==> src/rtl/spi_lcd_receiver.sv <==
`default_nettype none
// ============================================================================
// Module   : spi_lcd_receiver
// Brief    : SPI mode-0 receive end for the LCD link. Oversamples the serial
//            pins, deserializes MSB-first bytes tagged with lcd_dc and queues
//            them in a small FIFO behind a valid/ready port.
//            Optional MISO echo of the previous byte: define SPI_RX_ECHO_EN.
// Revision : 1.0 - initial release
// ============================================================================
module spi_lcd_receiver #(
    parameter int FIFO_DEPTH  = 4,
    parameter int SYNC_STAGES = 2
) (
    input  logic       clk,
    input  logic       reset,
    input  logic       spi_clk,
    input  logic       spi_mosi,
    input  logic       spi_cs_n,
    input  logic       lcd_dc,
    output logic [7:0] rx_data,
    output logic       rx_dc,
    output logic       rx_valid,
    input  logic       rx_ready,
    output logic       rx_overrun,
    input  logic       overrun_clear,
    output logic       rx_abort,
`ifdef SPI_RX_ECHO_EN
    output logic       spi_miso,
`endif
    output logic       busy
);
    localparam int AW = $clog2(FIFO_DEPTH);

    typedef enum logic [1:0] {
        S_WAIT_DESEL = 2'd0,
        S_IDLE       = 2'd1,
        S_SHIFT      = 2'd2
    } state_t;

    // Bit order in each stage: {spi_clk, mosi, cs_n, dc}
    logic [3:0] r_sync [SYNC_STAGES];
    logic       r_sck_d;
    logic       w_sck_s, w_mosi_s, w_cs_s, w_dc_s, w_sck_rise;

    always_ff @(posedge clk) begin
        if (reset) begin
            for (int i = 0; i < SYNC_STAGES; i++) r_sync[i] <= '0;
            r_sck_d <= 1'b0;
        end else begin
            r_sync[0] <= {spi_clk, spi_mosi, spi_cs_n, lcd_dc};
            for (int i = 1; i < SYNC_STAGES; i++) r_sync[i] <= r_sync[i-1];
            r_sck_d <= w_sck_s;
        end
    end

    assign {w_sck_s, w_mosi_s, w_cs_s, w_dc_s} = r_sync[SYNC_STAGES-1];
    assign w_sck_rise = w_sck_s & ~r_sck_d;

    state_t     r_state, w_state_nxt;
    logic [2:0] r_bit_cnt, w_bit_cnt_nxt;
    logic [7:0] r_shift;
    logic       w_shift_en, w_abort_nxt, w_push_nxt;
    logic       r_abort, r_push;
    logic [8:0] r_push_data;

    always_comb begin
        w_state_nxt   = r_state;
        w_bit_cnt_nxt = r_bit_cnt;
        w_shift_en    = 1'b0;
        w_abort_nxt   = 1'b0;
        w_push_nxt    = 1'b0;
        case (r_state)
            S_WAIT_DESEL: if (w_cs_s) w_state_nxt = S_IDLE;
            S_IDLE: begin
                if (!w_cs_s) begin
                    w_state_nxt   = S_SHIFT;
                    w_bit_cnt_nxt = 3'd0;
                end
            end
            S_SHIFT: begin
                if (w_cs_s) begin
                    w_state_nxt   = S_IDLE;
                    w_abort_nxt   = (r_bit_cnt != 3'd0);
                    w_bit_cnt_nxt = 3'd0;
                end else if (w_sck_rise) begin
                    w_shift_en    = 1'b1;
                    w_bit_cnt_nxt = r_bit_cnt + 3'd1;
                    w_push_nxt    = (r_bit_cnt == 3'd7);
                end
            end
            default: w_state_nxt = S_WAIT_DESEL;
        endcase
    end

    always_ff @(posedge clk) begin
        if (reset) begin
            r_state     <= S_WAIT_DESEL;
            r_bit_cnt   <= 3'd0;
            r_shift     <= 8'd0;
            r_abort     <= 1'b0;
            r_push      <= 1'b0;
            r_push_data <= 9'd0;
        end else begin
            r_state   <= w_state_nxt;
            r_bit_cnt <= w_bit_cnt_nxt;
            r_abort   <= w_abort_nxt;
            r_push    <= w_push_nxt;
            if (w_shift_en) r_shift <= {r_shift[6:0], w_mosi_s};
            if (w_push_nxt) r_push_data <= {w_dc_s, r_shift[6:0], w_mosi_s};
        end
    end

    // FIFO with one extra pointer bit to separate full from empty
    logic [8:0]  r_mem [FIFO_DEPTH];
    logic [AW:0] r_wr_ptr, r_rd_ptr, w_wr_ptr_nxt, w_rd_ptr_nxt;
    logic        w_empty, w_full, w_pop, w_wr, w_ovf, w_empty_nxt;
    logic [8:0]  w_head_nxt;
    logic        r_rx_valid, r_rx_dc, r_overrun;
    logic [7:0]  r_rx_data;

    assign w_empty      = (r_wr_ptr == r_rd_ptr);
    assign w_full       = (r_wr_ptr[AW] != r_rd_ptr[AW]) &&
                          (r_wr_ptr[AW-1:0] == r_rd_ptr[AW-1:0]);
    assign w_pop        = !w_empty && rx_ready;
    assign w_wr         = r_push && (!w_full || w_pop);
    assign w_ovf        = r_push && w_full && !w_pop;
    assign w_wr_ptr_nxt = r_wr_ptr + (AW+1)'(w_wr);
    assign w_rd_ptr_nxt = r_rd_ptr + (AW+1)'(w_pop);
    assign w_empty_nxt  = (w_wr_ptr_nxt == w_rd_ptr_nxt);
    // Next head may be the entry written this very cycle
    assign w_head_nxt   = (w_wr && (r_wr_ptr[AW-1:0] == w_rd_ptr_nxt[AW-1:0]))
                          ? r_push_data : r_mem[w_rd_ptr_nxt[AW-1:0]];

    always_ff @(posedge clk) begin
        if (w_wr) r_mem[r_wr_ptr[AW-1:0]] <= r_push_data;
    end

    always_ff @(posedge clk) begin
        if (reset) begin
            r_wr_ptr   <= '0;
            r_rd_ptr   <= '0;
            r_rx_valid <= 1'b0;
            r_rx_dc    <= 1'b0;
            r_rx_data  <= 8'd0;
            r_overrun  <= 1'b0;
        end else begin
            r_wr_ptr   <= w_wr_ptr_nxt;
            r_rd_ptr   <= w_rd_ptr_nxt;
            r_rx_valid <= !w_empty_nxt;
            {r_rx_dc, r_rx_data} <= w_empty_nxt ? 9'd0 : w_head_nxt;
            if (w_ovf)              r_overrun <= 1'b1;
            else if (overrun_clear) r_overrun <= 1'b0;
        end
    end

    assign rx_data    = r_rx_data;
    assign rx_dc      = r_rx_dc;
    assign rx_valid   = r_rx_valid;
    assign rx_overrun = r_overrun;
    assign rx_abort   = r_abort;
    assign busy       = (r_state == S_SHIFT);

`ifdef SPI_RX_ECHO_EN
    logic [7:0] r_last_byte, r_miso_shift;
    logic       w_sck_fall;

    assign w_sck_fall = ~w_sck_s & r_sck_d;

    // A falling edge with bit_cnt==0 can only follow a completed byte
    always_ff @(posedge clk) begin
        if (reset) begin
            r_last_byte  <= 8'd0;
            r_miso_shift <= 8'd0;
        end else begin
            if (w_push_nxt) r_last_byte <= {r_shift[6:0], w_mosi_s};
            if (r_state == S_IDLE && w_state_nxt == S_SHIFT)
                r_miso_shift <= r_last_byte;
            else if (r_state == S_SHIFT && !w_cs_s && w_sck_fall)
                r_miso_shift <= (r_bit_cnt == 3'd0) ? r_last_byte
                                                    : {r_miso_shift[6:0], 1'b0};
        end
    end

    assign spi_miso = (r_state == S_SHIFT) && r_miso_shift[7];
`endif

endmodule
`default_nettype wire

==> config.mk <==
export PLATFORM = sky130hd
export DESIGN_NAME = spi_lcd_receiver
export DESIGN_NICKNAME = d
export VERILOG_FILES = /design/src/rtl/spi_lcd_receiver.sv
export SDC_FILE = /design/constraint.sdc
export NUM_CORES = 1
export LEC_CHECK = 0
export BUFFER_PORTS_ARGS = -buffer_cell sky130_fd_sc_hd__buf_4
export CAP_MARGIN = 10
export CORE_MARGIN = 2
export CORE_UTILIZATION = 64
export DETAILED_ROUTE_END_ITERATION = 10
export PLACE_DENSITY_LB_ADDON = 0.2
export SYNTH_ARGS = -nofsm -noshare
export SYNTH_HDL_FRONTEND = slang
export SYNTH_SLANG_ARGS = --single-unit
export TNS_END_PERCENT = 30
==> constraint.sdc <==
create_clock -name clk -period 9.2 [get_ports clk]
set_clock_uncertainty 0.15 [all_clocks]
set_input_delay 2.76 -clock clk [delete_from_list [all_inputs] [get_ports clk]]
set_output_delay 2.76 -clock clk [all_outputs]
set_load 0.005 [all_outputs]
== Word-level counts from Yosys, hierarchy flattened ==
Memory sizes are Yosys's and may differ from the RTL's. A register that Yosys moved wholly into a read port is not among the register bits.
Cells that the tools add are included.

* Multiplexer cells: 22
* Reductions and logical operators: 19
* Eq/ne operators: 10
* $add $sub $neg: 3
* Bitwise operators: 6

{| class="wikitable"
|+ Operator list
! cell !! count
|-
| $mux 1 || 13
|-
| $mux 3 || 3
|-
| $mux 4 || 2
|-
| $add 3x1->3 || 2
|-
| $eq 3x3->1 || 2
|-
| $pmux 3 s2 || 1
|-
| $logic_and 1x1->1 || 5
|-
| $logic_not 1->1 || 4
|-
| $mux 2 || 2
|-
| $pmux 2 s2 || 1
|-
| $reduce_bool 2->1 || 2
|-
| $reduce_or 2->1 || 2
|-
| $add 3x1->3 const B || 1
|-
| $eq 3x3->1 const B || 1
|-
| $ne 3x1->1 const B || 1
|-
| $not 1->1 || 3
|-
| $reduce_and 3->1 || 1
|-
| $reduce_bool 3->1 || 1
|-
| $reduce_or 3->1 || 1
|-
| $eq 2x1->1 const B || 1
|-
| $eq 2x2->1 || 1
|-
| $eq 2x2->1 const B || 1
|-
| $logic_not 2->1 || 1
|-
| $ne 2x1->1 const B || 1
|-
| other kinds (6) || 7
|}

* Output and inout bits: 13
* Logic and storage cells: 73
* Memories: 2
* RAM bits: 44
* Flip-flop bits (word level): 32
* Input port bits: 8

{| class="wikitable"
|+ Memory list
! name !! words !! bits a word !! read ports !! clocked after memory_dff !! wr ports !! RTL line !! source
|-
| r_mem || 4 || 9 || 1 || 1 || 1 || 114 || <nowiki>logic [8:0] r_mem [FIFO_DEPTH];</nowiki>
|-
| r_sync || 2 || 4 || 2 || 0 || 2 || 41 || <nowiki>logic [3:0] r_sync [SYNC_STAGES];</nowiki>
|}

== Depth between registers and ports, before layout ==
* Word-level depth: 8
* Depth in mapped cells: 13
* Mapped depth without buffers: 12

== Least setup slack after synthesis ==
OpenSTA, ideal clock, no wires.

* Path kind: input to register
* From: input port rx_ready
* To: register r_rx_data[0] (netlist: rx_data[0])
* Slack: 4.226 ns
* Setup time: 0.059 ns
* Data required time: 8.991 ns
* Arrival time: 4.765 ns
* Cell stages on the path: 10
* Path buffers: 1
* Cell sequence: buf_2 > nor3_1 > nand2b_1 > inv_2 > ha_1 > nand2b_1 > o32a_1 > a31o_4 > a31oi_4 > a22o_1

* Word-level cells in the longest chain between the ends: 6
* Elaborated cells between the ends (all ways): 7
* Classes of those cells: 2 x add/sub; 1 x eq/ne; 4 x reduce/logical

{| class="wikitable"
|+ RTL lines
! what !! RTL line !! source
|-
| start, declared || 23 || <nowiki>input logic rx_ready,</nowiki>
|-
| $logic_and 1x1->1 || 124 || <nowiki>assign w_pop = !w_empty && rx_ready;</nowiki>
|-
| $logic_or 1x1->1 || 125 || <nowiki>assign w_wr = r_push && (!w_full || w_pop);</nowiki>
|-
| $logic_and 1x1->1 || 125 ||
|-
| $add 3x1->3 || 127 || <nowiki>assign w_wr_ptr_nxt = r_wr_ptr + (AW+1)'(w_wr);</nowiki>
|-
| named net w_wr_ptr_nxt[0] || 115 || <nowiki>logic [AW:0] r_wr_ptr, r_rd_ptr, w_wr_ptr_nxt, w_rd_ptr_nxt;</nowiki>
|-
| $eq 3x3->1 || 129 || <nowiki>assign w_empty_nxt = (w_wr_ptr_nxt == w_rd_ptr_nxt);</nowiki>
|-
| $reduce_or 2->1 (no line) || n/a ||
|-
| end signal, assigned || 150 || <nowiki>{r_rx_dc, r_rx_data} <= w_empty_nxt ? 9'd0 : w_head_nxt;</nowiki>
|-
| end, declared || 119 || <nowiki>logic [7:0] r_rx_data;</nowiki>
|}

The timed path passes the listed nets, and every way through them passes these cells.
A chain may end at the register's enable or synchronous reset.

== Worst setup path in the final report ==
* From: input port rx_ready
* To: register r_rx_data[6] (netlist: rx_data[6])

Same word-level chain as after synthesis.

==> flow_summary.yaml <==
outcome:
  status: "complete, no violations"
min_path:
  min-delay-path-class: "reg2reg"
detailed_routing:
  wl_mm: 5.71
  routedWlPerCell_um: 16.1
  firstDrtPassIters: 4
  drt-vias-per-instance: 5.70
  route.detailed.drc: 0
  drtIter0Drc: 128
  drtAntennaViolNets: 0
  vias: 2022
worst_setup_path:
  critical_path_class: "in2reg"
  cp-end-kind: "register"
  reg2reg_from: "r_rd_ptr[0]"
  critPathLaunchType: "primary input"
  r2r_slack_ps: 5860
  required_ps: 9340
  critPathMaxFanout: 9
  path_cells: "buf_4 -> nor3_1 -> nand2b_1 -> inv_2 -> ha_1 -> nand2b_1 -> o32a_1 -> a31o_4 -> a31oi_4 -> a22o_1"
  timing.rr.end: "rx_data[6]"
  worst_path_most_repeated_cell: "nand2b_1"
  cp_slowest_stage_delay_ps: 350
  crit_path_end: "rx_data[6]"
  worst_ep_arrival_time_ps: 5080
  crit_slowest_cell: "ha_1"
  startpoint: "rx_ready"
  reg2reg_depth: 11
sta:
  max_freq_mhz: 203
  slew_viol_final: 0
  final.min_clock_period_ps: 4930
  fin_tns_setup_ps: 0
  max-slew-margin-rel: 0.224
  finalHoldViolCount: 0
  setup_violations: 0
  min_period_over_period: 0.536
  worst_slew_pin_slew_ps: 1160
  rsz0062_at_grt: "false"
  hold_ws_ps: 291
global_routing:
  grt_overflow_total: 0
  grt_pass1_vias: 1858
  grt_usage: 0.206
  grt_max_degree: 43
  grt_pass1_wl_mm: 9.27
  antenna_found_initial: 0
clock_tree:
  cts.sink_count: 85
  insertion_delay_ps: 340
  h-tree-depth: 3
  ctsResizeCount: 0
  path_clk_slew_ps: 80
  cts_root_buf: "clkbuf_8"
  cts_tree: "yes"
  clock_path_buffers: 2
  cts_buffers: 9
  cts_setup_buffers: 0
  hold_buffers: 0
layout:
  antennaDiodeCount: 0
  final_net_count: 300
  syn_to_final_growth_pct: 11.1
  fin_area_mm2: 0.00384
  drive_gt1_frac: 0.168
  final_common_cell: "dfxtp_1"
  layout_common_cells: "dfxtp_1, edfxtp_1, buf_4"
power:
  cellPowerDensity_mw_per_mm2: 176
  irDropWorstVdd_mv: 0.142
  p_leak_nw: 1.38
synthesis:
  netlist_area_mm2: 0.00346
  synth-seq-cells: 85
  ys.flop_type: "dfxtp_1"
  yosysSeqAreaShare: 0.596
  synthCells: 260
  syn_avg_cell_area_um2: 13.3
  yosys_warnings: 0
  syn_nets: 279
  async_flop_share: 0
  synth_edf_count: 36
  synth.distinct_cells: 39
flow_run:
  max_cap_violations: 0
placement:
  gp_congestion: 0.824
  placed_cell_area_mm2: 0.00366
  post-dp-hpwl_mm: 3.81
  numPortBuffers: 20
die:
  fp.dieArea_mm2: 0.00601
  rows: 26
  core_mm2: 0.00517
  ioPinCount: 21
  die_h_um: 77.5
  initial_core_util: 0.669
  die_w_um: 77.5
==> worst max-delay path: cells and delay by family <==
family | cells | cell delay, ps
compound gates | 4 | 1060
fa+ha+maj | 1 | 350
buf+inv | 2 | 210
simple gates | 3 | 700
==> registers in the layout, summed over array words and instances (netlist names), 3 cells and up <==
register and cells:
r_shift 7, rx_data 8, r_bit_cnt 3, r_push_data 9, r_rd_ptr 3, r_mem 36, r_wr_ptr 3, r_sync 8
==> cells by family after synthesis <==
kind of cell,Yosys count,share of synthesized area
muxes,17,0.0915
AOI/OAI and AO/OA,39,0.0991
adders and majority gates,11,0.0398
buffers and inverters,18,0.0231
xor gates and xnor gates,13,0.0416
and+or+nand+nor,77,0.109
DFF,85,0.596
==> cell type report <==
cell class / instances / area [µm²]
Inverter: 7 / 26.3
Timing Repair Buffer: 21 / 158
Sequential cell: 85 / 2060
Clock inverter: 4 / 50.0
Clock buffer: 11 / 131
Multi-Input combinational cell: 157 / 1330
Fill cell: 328 / 1330
Tap cell: 70 / 87.6
==> how the worst min path moves through the flow <==
| stage | depth (start not counted) | startpoint | end |
|---|---|---|---|
| 2_1_floorplan | 1 | r_sync[0][0] | r_sync[0][4] |
| 3_3_place_gp | 1 | r_sync[0][0] | r_sync[0][4] |
| 3_5_place_dp | 1 | r_sync[0][0] | r_sync[0][4] |
| 4_1_cts | 1 | r_sync[0][0] | r_sync[0][4] |
| 5_1_grt | 1 | r_sync[0][0] | r_sync[0][4] |
| 6_report | 1 | r_sync[0][0] | r_sync[0][4] |
==> per-layer routing <==
layer,vias up,global-route usage,share of wire
met5,-,0,0
met4,0,0.104,0.028
met3,14,0.0558,0.040
met2,49,0.318,0.47
met1,964,0.270,0.46
li1,995,-,-
==> cell usage after synthesis (3+ instances only) <==
library cell / n / area, µm²
mux2i_1: 8 / 80.1
nand3_1: 11 / 55.1
xor2_1: 3 / 26.3
mux4_1: 9 / 236
nor3_1: 5 / 25.0
dfxtp_1: 49 / 981
nor2_1: 20 / 75.1
nand2_1: 16 / 60.1
edfxtp_1: 36 / 1080
a22o_1: 9 / 78.8
nor2b_1: 17 / 106
ha_1: 11 / 138
xnor2_2: 3 / 48.8
a21oi_1: 14 / 70.1
xnor2_1: 6 / 52.6
buf_2: 4 / 20.0
clkbuf_1: 5 / 18.8
inv_1: 5 / 18.8
==> where the power goes <==
group          switching [mW]  leakage (nW)  total (mW)  internal (mW)
clock network           0.123        0.0854       0.246          0.124
registers             0.00380         0.730       0.397          0.393
logic                  0.0183         0.568      0.0328         0.0145
total                   0.145          1.38       0.677          0.532
==> per-stage QoR <==
step,instances,utilization,setup WS [ps],power [mW]
2_1_floorplan,260,-,4230,0.430
3_3_place_gp,340,0.708,4110,0.438
3_5_place_dp,340,0.708,3930,0.439
4_1_cts,355,0.743,4290,0.682
5_1_grt,355,0.743,4140,0.701
6_report,355,0.743,4270,0.677
(Power assumes the default switching activity.)
